## config.mk

```make
export PLATFORM = sky130hd
export DESIGN_NAME = fetch_controller
export DESIGN_NICKNAME = d
export VERILOG_FILES = /design/src/rtl/fetch_pkg.sv /design/src/rtl/fetch_skid_buf.sv /design/src/rtl/fetch_controller.sv
export SDC_FILE = /design/constraint.sdc
export NUM_CORES = 1
export LEC_CHECK = 0
export BUFFER_PORTS_ARGS = -buffer_cell sky130_fd_sc_hd__buf_2
export CAP_MARGIN = 0
export CORE_ASPECT_RATIO = 1.4
export CORE_MARGIN = 2
export CORE_UTILIZATION = 40
export CTS_CLUSTER_SIZE = 10
export DETAILED_ROUTE_END_ITERATION = 16
export PLACE_DENSITY = 0.7
export SLEW_MARGIN = 20
export SYNTH_ARGS = -nofsm -noshare
export SYNTH_HDL_FRONTEND = slang
export SYNTH_SLANG_ARGS = --single-unit
export TNS_END_PERCENT = 50
```

## constraint.sdc

```tcl
create_clock -name clk -period 11.7 [get_ports clk]
set_input_delay 2.34 -clock clk [delete_from_list [all_inputs] [get_ports clk]]
set_output_delay 2.34 -clock clk [all_outputs]
set_load 0.02 [all_outputs]
```

## src/rtl/fetch_pkg.sv

```systemverilog
// Shared definitions for the instruction fetch controller: FSM encoding,
// opcode field position and the HALT / NOP encodings.
package fetch_pkg;

    localparam logic [1:0] ST_IDLE   = 2'd0;
    localparam logic [1:0] ST_FETCH  = 2'd1;
    localparam logic [1:0] ST_HALTED = 2'd2;

    typedef enum logic [1:0] {
        IDLE   = ST_IDLE,
        FETCH  = ST_FETCH,
        HALTED = ST_HALTED
    } fetch_state_e;

    localparam int OPC_LSB = 0;
    localparam int OPC_MSB = 6;
    localparam int OPC_W   = OPC_MSB - OPC_LSB + 1;

    localparam logic [OPC_W-1:0] HALT_OPC = 7'b1010101;
    localparam logic [31:0]      NOP      = 32'b0;

endpackage

```

## src/rtl/fetch_skid_buf.sv

```systemverilog
// Two-entry FIFO of {pc, instr} between the memory read port and decode.
// Storage is not reset; only the pointers and occupancy are.
module fetch_skid_buf #(
    parameter int ADDR_W = 5,
    parameter int DATA_W = 32
) (
    input  logic              clk_i,
    input  logic              rst_ni,
    input  logic              push_i,
    input  logic [ADDR_W-1:0] push_pc_i,
    input  logic [DATA_W-1:0] push_instr_i,
    input  logic              pop_i,
    input  logic              flush_i,
    output logic [1:0]        occ_o,
    output logic [ADDR_W-1:0] head_pc_o,
    output logic [DATA_W-1:0] head_instr_o
);

    logic [ADDR_W-1:0] pc_q    [2];
    logic [DATA_W-1:0] instr_q [2];
    logic              wr_q, wr_d;
    logic              rd_q, rd_d;
    logic [1:0]        occ_q, occ_d;

    always_ff @(posedge clk_i) begin
        if (push_i && !flush_i) begin
            pc_q[wr_q]    <= push_pc_i;
            instr_q[wr_q] <= push_instr_i;
        end
    end

    always_comb begin
        wr_d  = wr_q;
        rd_d  = rd_q;
        occ_d = occ_q;
        if (flush_i) begin
            wr_d  = 1'b0;
            rd_d  = 1'b0;
            occ_d = 2'd0;
        end else begin
            if (push_i) wr_d = ~wr_q;
            if (pop_i)  rd_d = ~rd_q;
            occ_d = occ_q + {1'b0, push_i} - {1'b0, pop_i};
        end
    end

    always_ff @(posedge clk_i or negedge rst_ni) begin
        if (!rst_ni) begin
            wr_q  <= 1'b0;
            rd_q  <= 1'b0;
            occ_q <= 2'd0;
        end else begin
            wr_q  <= wr_d;
            rd_q  <= rd_d;
            occ_q <= occ_d;
        end
    end

    assign occ_o        = occ_q;
    assign head_pc_o    = pc_q[rd_q];
    assign head_instr_o = instr_q[rd_q];

endmodule

```

## src/rtl/fetch_controller.sv

```systemverilog
// Program-memory fetch sequencer with HALT detection, PC redirect and a
// 2-entry skid buffer. Optional perf counters under FETCH_PERF_CNT_EN.
module fetch_controller #(
    parameter int          ADDR_W   = 5,
    parameter int          DATA_W   = 32,
    parameter logic [6:0]  HALT_OPC = fetch_pkg::HALT_OPC,
    parameter int unsigned RESET_PC = 0
) (
    input  logic              clk,
    input  logic              reset,
    input  logic              start,
    output logic [ADDR_W-1:0] prog_addr,
    input  logic [DATA_W-1:0] mem_instr,
    output logic [DATA_W-1:0] instr,
    output logic [ADDR_W-1:0] instr_pc,
    output logic              instr_valid,
    input  logic              instr_ready,
    input  logic              redirect_valid,
    input  logic [ADDR_W-1:0] redirect_pc,
    output logic              halted,
    output logic              busy
`ifdef FETCH_PERF_CNT_EN
    ,
    output logic [15:0]       fetch_cnt,
    output logic [15:0]       stall_cnt
`endif
);
    import fetch_pkg::*;

    localparam logic [ADDR_W-1:0] RST_PC = ADDR_W'(RESET_PC);

    fetch_state_e      state_q, state_d;
    logic [ADDR_W-1:0] pc_q, pc_d;
    logic [ADDR_W-1:0] tag_q, tag_d;
    logic              inflight_q, inflight_d;
    logic              halt_seen_q, halt_seen_d;
    logic [DATA_W-1:0] instr_q;
    logic [ADDR_W-1:0] instr_pc_q;

    logic [1:0]        occ;
    logic [2:0]        pending;
    logic [ADDR_W-1:0] head_pc, issue_addr;
    logic [DATA_W-1:0] head_instr;
    logic              in_fetch, start_go, redir, pop, push, flush;
    logic              halt_xfer, cap_halt, issue;

    assign in_fetch  = (state_q == FETCH);
    assign start_go  = start && !in_fetch;
    assign redir     = redirect_valid && in_fetch;
    assign pop       = instr_valid && instr_ready;
    assign halt_xfer = pop && (head_instr[OPC_MSB:OPC_LSB] == HALT_OPC) && !redir;
    // Reads landing after a HALT capture or during a redirect are squashed.
    assign push      = in_fetch && inflight_q && !redir && !halt_seen_q;
    assign cap_halt  = push && (mem_instr[OPC_MSB:OPC_LSB] == HALT_OPC);
    assign flush     = redir || halt_xfer;
    assign pending   = {1'b0, occ} + {2'b0, inflight_q} - {2'b0, pop};

    // The memory registers prog_addr every edge, so a start or redirect
    // target is driven straight onto the address bus in the same cycle.
    always_comb begin
        issue      = 1'b0;
        issue_addr = pc_q;
        if (start_go) begin
            issue      = 1'b1;
            issue_addr = RST_PC;
        end else if (redir) begin
            issue      = 1'b1;
            issue_addr = redirect_pc;
        end else if (in_fetch && !halt_seen_q && pending <= 3'd1) begin
            issue = 1'b1;
        end
    end

    always_comb begin
        state_d     = state_q;
        pc_d        = issue ? issue_addr + ADDR_W'(1) : pc_q;
        inflight_d  = issue;
        tag_d       = issue ? issue_addr : tag_q;
        halt_seen_d = halt_seen_q;
        if (start_go || redir || halt_xfer) halt_seen_d = 1'b0;
        else if (cap_halt)                  halt_seen_d = 1'b1;
        case (state_q)
            IDLE, HALTED: if (start_go)  state_d = FETCH;
            FETCH:        if (halt_xfer) state_d = HALTED;
            default:                     state_d = IDLE;
        endcase
    end

    always_ff @(posedge clk or negedge reset) begin
        if (!reset) begin
            state_q     <= IDLE;
            pc_q        <= RST_PC;
            tag_q       <= '0;
            inflight_q  <= 1'b0;
            halt_seen_q <= 1'b0;
            instr_q     <= '0;
            instr_pc_q  <= '0;
        end else begin
            state_q     <= state_d;
            pc_q        <= pc_d;
            tag_q       <= tag_d;
            inflight_q  <= inflight_d;
            halt_seen_q <= halt_seen_d;
            instr_q     <= instr;
            instr_pc_q  <= instr_pc;
        end
    end

    fetch_skid_buf #(
        .ADDR_W (ADDR_W),
        .DATA_W (DATA_W)
    ) u_buf (
        .clk_i        (clk),
        .rst_ni       (reset),
        .push_i       (push),
        .push_pc_i    (tag_q),
        .push_instr_i (mem_instr),
        .pop_i        (pop),
        .flush_i      (flush),
        .occ_o        (occ),
        .head_pc_o    (head_pc),
        .head_instr_o (head_instr)
    );

    // Outputs hold the last presented word whenever the buffer is empty.
    assign instr_valid = (occ != 2'd0);
    assign instr       = instr_valid ? head_instr : instr_q;
    assign instr_pc    = instr_valid ? head_pc : instr_pc_q;
    assign prog_addr   = issue_addr;
    assign halted      = (state_q == HALTED);
    assign busy        = in_fetch;

`ifdef FETCH_PERF_CNT_EN
    function automatic logic [15:0] sat_inc(input logic [15:0] v);
        return (v == 16'hFFFF) ? v : v + 16'd1;
    endfunction

    logic [15:0] fetch_cnt_q, stall_cnt_q;

    always_ff @(posedge clk or negedge reset) begin
        if (!reset) begin
            fetch_cnt_q <= 16'd0;
            stall_cnt_q <= 16'd0;
        end else if (start_go) begin
            fetch_cnt_q <= 16'd0;
            stall_cnt_q <= 16'd0;
        end else begin
            if (pop)                         fetch_cnt_q <= sat_inc(fetch_cnt_q);
            if (instr_valid && !instr_ready) stall_cnt_q <= sat_inc(stall_cnt_q);
        end
    end

    assign fetch_cnt = fetch_cnt_q;
    assign stall_cnt = stall_cnt_q;
`endif

endmodule
```

---- After elaboration in Yosys (flattened, before gate mapping) ----
Memories as Yosys holds them, arrays and structs flattened.
Index checks and enable logic that the tools add are counted.
word-level totals
  RAM bits ................................ 74
  input port bits ......................... 42
  bits in read-only memories .............. 0
  bits in registers ....................... 55
  bits in latches ......................... 0
  memories ................................ 2
memory list
  memory         depth  bits a word  read ports  clocked after memory_dff  write ports  RTL line              RTL
  u_buf.instr_q  2      32           1           0                         1            fetch_skid_buf.sv:20  logic [DATA_W-1:0] instr_q [2];
  u_buf.pc_q     2      5            1           0                         1            fetch_skid_buf.sv:19  logic [ADDR_W-1:0] pc_q [2];
cells by class
  multipliers ............................. 0
  shift operators ......................... 0
  reduce and logical (&&, ||, !) cells .... 26
  $add $sub $neg .......................... 5
  bitwise gates (word level) .............. 2
  $lt $le $gt $ge ......................... 1
  multiplexer cells ....................... 19
  div/mod/pow operators ................... 0
  equal/unequal tests ..................... 6
operators with widths
  kind                                                             number
  2-to-1 mux 32 bit                                                1
  2-to-1 mux 5 bit                                                 3
  equality test 7 bit (second input constant)                      2
  logical AND 1 bit                                                12
  2-to-1 mux 1 bit                                                 11
  nonzero test 2 bit                                               4
  2-to-1 mux 2 bit                                                 3
  adder 5 x 1 -> 5 bit (second input constant)                     1
  logical NOT 1 bit                                                4
  case mux 2 bit (2 select lines)                                  1
  adder 2 x 1 -> 3 bit                                             1
  less-or-equal comparator 3 x 1 -> 1 bit (second input constant)  1
  logical OR 1 bit                                                 3
  subtractor 3 x 1 -> 3 bit                                        1
  adder 2 x 1 -> 2 bit                                             1
  equality test 2 x 1 -> 1 bit (second input constant)             1
  equality test 2 bit (second input constant)                      1
  logical NOT 2 bit                                                1
  inequality test 2 x 1 -> 1 bit (second input constant)           1
  inequality test 2 bit (second input constant)                    1
  inverter 1 bit                                                   2
  AND reduction 2 bit                                              1
  OR reduction 2 bit                                               1
  subtractor 2 x 1 -> 2 bit                                        1

---- Logic depth before layout (Yosys ltp) ----
Gate-level depths: netlist of the first run.
  depth after elaboration ................. 9
  depth in mapped cells ................... 11

---- Cells and area by module ----
Synthesis of the first run repeated with hierarchy kept, for this count alone.
second synthesis, totals
  cells, all modules ...................... 280
  area total of the unflattened synthesis .. 5138.7 um2
modules (own cells, without submodules)
  module            times used  area an instance (um2)  cells an instance
  fetch_skid_buf    1           2961.6                  132
  fetch_controller  1           2177.1                  148

---- Worst setup path after synthesis of the first run ----
OpenSTA, ideal clock, no wires.
  path type ............................... input to register
  start point ............................. input redirect_valid
  end point ............................... memory u_buf.instr_q[1][0] (enable)
  required time ........................... 11163 ps
  arrival time ............................ 6822 ps
  setup slack ............................. 4341 ps
  stages on the path ...................... 2
  cells stage by stage .................... or4b_1 > nor4b_1
on the way
  longest elaborated chain between the ends .. 8
  elaborated cells on any way between the ends .. 10
RTL lines
  what                                      RTL line                                        RTL
  start, declared                           fetch_controller.sv:18                          input logic redirect_valid,
  logical AND 1 bit *                       fetch_controller.sv:49                          assign redir = redirect_valid && in_fetch;
  logical NOT 1 bit                         fetch_controller.sv:51, fetch_controller.sv:53
  logical AND 1 bit                         fetch_controller.sv:51                          assign halt_xfer = pop && (head_instr[OPC_MSB:OPC_LSB] == HALT_OPC) && !redir;
  logical OR 1 bit                          fetch_controller.sv:55                          assign flush = redir || halt_xfer;
  logical NOT 1 bit                         fetch_skid_buf.sv:26                            if (push_i && !flush_i) begin
  logical AND 1 bit *                       fetch_skid_buf.sv:26
  2-to-1 mux 1 bit *                        fetch_skid_buf.sv:26
  2-to-1 mux 1 bit (implied by the code) *  fetch_skid_buf.sv:28                            instr_q[wr_q] <= push_instr_i;
  end, declared                             fetch_skid_buf.sv:20
Every way passes the cells marked *; elsewhere a longest branch is shown, timed or not.

---- Final worst setup path of the first run ----
  start point ............................. input redirect_valid
  end point ............................... output prog_addr[4]
on the way
  longest elaborated chain between the ends .. 3
RTL lines
  what               RTL line                RTL
  logical AND 1 bit  fetch_controller.sv:49
  2-to-1 mux 5 bit   fetch_controller.sv:66  end else if (redir) begin
  2-to-1 mux 5 bit   fetch_controller.sv:63  if (start_go) begin
  end, declared      fetch_controller.sv:12  output logic [ADDR_W-1:0] prog_addr,
Every way passes these cells.

==> results.yml, run 1 <==
synth:
  yosysUniqueCellTypes: 49
  synth_warnings: 0
  ys.flop_type: "edfxtp_1"
  synthArstFlopShare_pct: 42.64
  syn_area_per_cell_sq_um: 14.95
  synth_seq_cells: 129
  syn_inst: 337
  synth_edf_count: 74
  syn_area_sq_mm: 0.005040
  ys_seq_area_share_pct: 71.40
  syn-num-nets: 385
detailed_routing:
  wl_per_cell_um: 16.89
  drtPass1Iterations: 4
  ant_nets: 0
  wirelength_um: 10050
  drt_iter0_markers: 98
  viasPerCell: 5.092
  vias: 3030
  drc: 0
global_routing:
  grt_max_degree: 56
  grt_pass1_vias: 3216
  gr-total-overflow: 0
  grt.total_usage_pct: 15.62
  grt_pass1_wl_um: 15950
  antenna_found_initial: 2
timing:
  slew_headroom_pct: 49.87
  drv_slew: 0
  max_freq_ghz: 0.1706
  finalWorstSetupSlack_ns: 5.837
  period_share_pct: 50.11
  finalSetupViolCount: 0
  tightest_slew_ns: 0.7520
  hold_viol_final: 0
  finalSetupTns_ns: 0
  rsz0062_at_grt: "no"
  fin_crit_ns: 5.863
  skew_ns: 0.01128
clock_network:
  ctsRootBufferMaster: "clkbuf_16"
  cts_tree: "yes"
  insertion_delay_ns: 0.41
  cts.repair.resized: 0
  clkSinkCount: 129
  cts_setup_buffers: 0
  clock_path_buffers: 2
  clk_pin_slew_ns: 0.06
  h-tree-depth: 4
  hold_buffers: 0
  numCtsBuffers: 17
power_and_ir_drop:
  total_leakage_power_nw: 2.444
  combPwrFrac_pct: 33.9
  total_power_mw: 1.802
  pwr-share-seq_pct: 36.7
  power.share.switching_pct: 35.23
  power.density_mw_per_mm2: 288.7
  ir_drop_mv: 0.1410
  power.internal_mw: 1.167
  switchingPower_uw: 634.8
  clkPwrFrac_pct: 29.5
floorplanning:
  start_util_pct: 40.93
  rows: 48
  die_width_um: 98.87
  die-area_sq_mm: 0.01353
  fp.dieH_um: 136.8
  io-pin-count: 87
  core_sq_mm: 0.01231
place:
  place_congestion: 0.7712
  place_area_sq_mm: 0.005634
  port_buffers: 86
  dp_hpwl_um: 6357
  dp.cells: 561
  preCtsSetupSlack_ns: 5.837
setup_path:
  required_ns: 9.36
  r2r_setup_slack_ns: 8.52
  worstPathMaxFanout: 10
  rr_startpoint: "u_buf.occ_o[1]$_DFF_PN0_"
  cp.arrival_ns: 3.52
  end_kind: "output pin"
  worstSetupStartpointType: "input pin"
  crit_type: "input pin to output pin"
  critPathSlowestCell: "a21oi_1"
  critPathCapture: "prog_addr[4]"
  reg2regPathDepth: 10
  reg2reg_to: "tag_q[2]$_DFFE_PN0P_"
  max_stage_delay_ns: 0.31
  crit_top_cell: "buf_2"
  crit_chain: "buf_2, and3b_2, a21oi_1, a22o_1, buf_2"
  crit_start: "redirect_valid"
job:
  maxCapViolations: 0
layout:
  nets: 478
  drive_gt1_share_pct: 32.28
  stdcell_area_sq_mm: 0.006242
  finalNonFillerCells: 595
  syn_to_final_growth_pct: 23.86
min_path:
  hp-class: "register to register"
run_status:
  status: "complete, no violations"
stage by stage:
stage / hold WS, ns / utilization [%]
6_report: 0.4711 / 50.70
2_1_floorplan: 0.4382 / -
3_3_place_gp: 0.4606 / 45.76
5_1_grt: 0.4824 / 50.66
4_1_cts: 0.4681 / 50.66
3_5_place_dp: 0.4597 / 45.76
cells in the final DEF (no fill, tap or decap), types with 5 or more instances in the layout:
| cell type | netlist | layout |
|---|---|---|
| clkbuf_16 | 0 | 17 |
| dfrtp_1 | 55 | 54 |
| xnor2_1 | 5 | 5 |
| mux2_2 | 5 | 5 |
| mux2i_1 | 37 | 37 |
| ha_1 | 5 | 5 |
| inv_1 | 8 | 8 |
| buf_4 | 0 | 5 |
| edfxtp_1 | 74 | 74 |
| buf_2 | 5 | 86 |
| a21oi_1 | 39 | 39 |
| nor2_1 | 41 | 41 |
critical path: cells and delay by family:
kind            cells  cell delay (ns)
simple gates        1             0.30
compound gates      2             0.55
buf+inv             2             0.33
worst min path at each step:
stage | from | slack, ns | to | cells past startpoint
after floorplan | tag_q[1]$_DFFE_PN0P_ | 0.44 | u_buf.pc_q[0][1]$_DFFE_PP_ | 0
after global placement | tag_q[0]$_DFFE_PN0P_ | 0.46 | u_buf.pc_q[0][0]$_DFFE_PP_ | 0
after detailed placement | tag_q[3]$_DFFE_PN0P_ | 0.46 | u_buf.pc_q[0][3]$_DFFE_PP_ | 0
after CTS | tag_q[3]$_DFFE_PN0P_ | 0.47 | u_buf.pc_q[0][3]$_DFFE_PP_ | 0
after global routing | tag_q[3]$_DFFE_PN0P_ | 0.48 | u_buf.pc_q[0][3]$_DFFE_PP_ | 0
final | tag_q[3]$_DFFE_PN0P_ | 0.47 | u_buf.pc_q[1][3]$_DFFE_PP_ | 0
cells by family after synthesis:
logic type / Yosys count / synth area share, %
muxes: 42 / 8.466
buffers and inverters: 26 / 2.458
xor gates and xnor gates: 7 / 1.217
adders and majority gates: 6 / 1.639
AOI/OAI and AO/OA: 55 / 6.778
DFF: 129 / 71.40
and+or+nand+nor: 72 / 8.044
synth_stat cells (3+ instances only):
master | n | area (sq um)
and4bb_2 | 3 | 37.54
buf_2 | 5 | 25.02
clkbuf_1 | 9 | 33.78
mux2_2 | 5 | 56.30
nor3_1 | 4 | 20.02
xnor2_1 | 5 | 43.79
a21oi_1 | 39 | 195.2
dfrtp_1 | 55 | 1376
ha_1 | 5 | 62.56
nor2_1 | 41 | 153.9
edfxtp_1 | 74 | 2222
mux2i_1 | 37 | 370.4
inv_1 | 8 | 30.03
power by group through the flow:
stage	Sequential, mW	Combinational, mW	Clock [mW]
finish	0.661	0.610	0.531
global route	0.673	0.670	0.562
CTS	0.662	0.624	0.547
detailed placement	0.670	0.619	0
global placement	0.664	0.607	0
floorplan	0.645	0.453	0
state kept, by name, summed over array words and instances (netlist names):
signal and count:
halt_seen_q 1, inflight_q 1, instr_pc_q 5, instr_q 32
pc_q 5, state_q 2, tag_q 5, u_buf.instr_q 64
u_buf.occ_o 2, u_buf.pc_q 10, u_buf.rd_q 1, u_buf.wr_q 1
per-layer routing:
| layer | up-vias | GRT usage [%] | wire, um |
|---|---|---|---|
| met2 | 63 | 27.48 | 5501 |
| met4 | 0 | 7.154 | 167 |
| met3 | 14 | 5.363 | 460 |
| met1 | 1504 | 16.88 | 3921 |
| met5 | - | 0 | 0 |
| li1 | 1449 | - | - |
layout make-up:
cell class                      instances  area, sq um
Fill cell                            1053         6070
Antenna cell                            2        5.005
Clock inverter                         13        160.2
Inverter                                9        46.29
Sequential cell                       129         3600
Timing Repair Buffer                   91        467.9
Multi-Input combinational cell        182         1333
Clock buffer                           19        442.9
Tap cell                              150        187.7
Power figures use the tool's default switching activity.
==> run 2: changes to the inputs <==
--- a/config.mk
+++ b/config.mk
@@ -12,7 +12,7 @@
 export CORE_UTILIZATION = 40
 export CTS_CLUSTER_SIZE = 10
 export DETAILED_ROUTE_END_ITERATION = 16
-export PLACE_DENSITY = 0.7
+export PLACE_DENSITY = 0.72
 export SLEW_MARGIN = 20
 export SYNTH_ARGS = -nofsm -noshare
 export SYNTH_HDL_FRONTEND = slang
==> constraint.sdc (replaced) <==
create_clock -name clk -period 5.3 [get_ports clk]
set_input_delay 1.06 -clock clk [delete_from_list [all_inputs] [get_ports clk]]
set_output_delay 1.06 -clock clk [all_outputs]
set_load 0.02 [all_outputs]
==> results.yml, run 2 (same netlist as run 1, synthesis figures left out) <==
clock_network:
  hold_buffers: 0
  clkSinkCount: 129
  ctsRootBufferMaster: "clkbuf_16"
  cts_setup_buffers: 0
  clk_pin_slew_ns: 0.05
  insertion_delay_ns: 0.41
  clock_path_buffers: 2
  cts.repair.resized: 0
  cts_tree: "yes"
  numCtsBuffers: 17
  h-tree-depth: 4
detailed_routing:
  viasPerCell: 5.072
  wl_met1_um: 3932
  wl_met3_um: 478
  drt_iter0_markers: 155
  wl_met2_um: 5366
  drc: 0
  drtPass1Iterations: 4
  vias: 3018
  top_layer: "met4"
  wl_per_cell_um: 16.81
  ant_nets: 0
  wirelength_um: 10000
timing:
  skew_ns: 0.01074
  rsz0062_at_grt: "no"
  finalWorstSetupSlack_ns: 1.824
  tightest_slew_ns: 0.9620
  finalSetupViolCount: 0
  period_share_pct: 65.59
  slew_headroom_pct: 35.59
  hold-worst-slack_ns: 0.4747
  hold_viol_final: 0
  drv_slew: 0
  max_freq_ghz: 0.2877
  fin_crit_ns: 3.476
place:
  dp.cells: 562
  dp_hpwl_um: 6486
  place_area_sq_mm: 0.005663
  port_buffers: 86
  place_congestion: 0.8061
  preCtsSetupSlack_ns: 1.589
global_routing:
  grt_pass1_wl_um: 15960
  antenna_found_initial: 1
  grt_pass1_vias: 3174
  gr-total-overflow: 0
  grt_max_degree: 52
  grt.total_usage_pct: 15.55
layout:
  layout.cells.most_common: "buf_2"
  largest_register_ffs: 64
  syn_to_final_growth_pct: 25.05
  finalNonFillerCells: 595
  stdcell_area_sq_mm: 0.006302
  largest_registers: "u_buf.instr_q (64), instr_q (32), u_buf.pc_q (10)"
  drive_gt1_share_pct: 32.66
  largest-register: "u_buf.instr_q"
  final_cell_mix: "buf_2, edfxtp_1, dfrtp_1"
  nets: 479
floorplanning:
  fp.dieH_um: 136.8
  core_sq_mm: 0.01231
  die-area_sq_mm: 0.01353
  start_util_pct: 40.93
  io-pin-count: 87
  rows: 48
  die_width_um: 98.87
setup_path:
  worstPathMaxFanout: 51
  required_ns: 4.24
  cp.arrival_ns: 2.42
  worstSetupStartpointType: "register"
  end_kind: "output pin"
  crit_type: "register to output pin"
power_and_ir_drop:
  power.density_mw_per_mm2: 639.1
  total_power_mw: 4.028
  total_leakage_power_nw: 2.470
  ir_drop_mv: 0.3198
run_status:
  status: "complete, no violations"
job:
  maxCapViolations: 0
min_path:
  hp-class: "register to register"
-- run 2: cell types whose count changed in the layout (fill, tap and decap cells not counted), sizes merged --
| cell | delta |
|---|---|
| clkbuf | +4 |
| inv | +1 |
| bufinv | -1 |
| clkinv | -4 |
| diode | -1 |
| buf | +1 |
-- run 2: path summary, 6_finish.rpt --
check	from	to	slack (ns)	cells past startpoint
setup / recovery	u_buf.occ_o[1]$_DFF_PN0_	instr_pc[3]	1.82	6
hold / removal	tag_q[0]$_DFFE_PN0P_	u_buf.pc_q[1][0]$_DFFE_PP_	0.47	0
setup reg to reg	u_buf.occ_o[1]$_DFF_PN0_	tag_q[2]$_DFFE_PN0P_	2.16	10
hold reg to reg	tag_q[0]$_DFFE_PN0P_	u_buf.pc_q[1][0]$_DFFE_PP_	0.47	0
max in group asynchronous	reset	u_buf.rd_q$_DFFE_PN0P_	3.81	2
min in group asynchronous	reset	instr_pc_q[1]$_DFF_PN0_	0.56	1
-- run 2: metrics by stage --
stage | TNS, ns | util (%)
2_1_floorplan | -17.57 | -
3_3_place_gp | 0 | 46.00
3_5_place_dp | 0 | 46.00
4_1_cts | 0 | 51.17
5_1_grt | 0 | 51.17
6_report | 0 | 51.19
-- run 2: where the power goes --
part           total (mW)  switching (mW)  internal [mW]
sequential           1.46           0.121           1.34
combinational        1.35           0.864          0.487
clock                1.22           0.424          0.792
-- run 2: final cells by class --
| type | instances | area (sq um) |
|---|---|---|
| fill | 1036 | 6010 |
| inverter | 9 | 46.29 |
| antenna | 1 | 2.502 |
| sequential | 129 | 3600 |
| clock buffer | 23 | 520.5 |
| tap | 150 | 187.7 |
| timing repair buffer | 92 | 488.0 |
| multi-input combinational | 182 | 1341 |
| clock inverter | 9 | 116.4 |
-- run 2: layer usage --
| metal | vias to the layer above | GRT usage (%) |
|---|---|---|
| met5 | - | 0 |
| met1 | 1480 | 17.91 |
| met4 | 0 | 7.230 |
| met2 | 88 | 26.28 |
| li1 | 1432 | - |
| met3 | 18 | 5.056 |
-- run 2: worst max-delay path, cell delays in order (launching register included) --
cell and delay, ns:
dfrtp_1 0.40, inv_1 0.12, nand2_2 0.39, buf_4 0.52, nor2_1 0.11, a21oi_1 0.22
buf_2 0.22
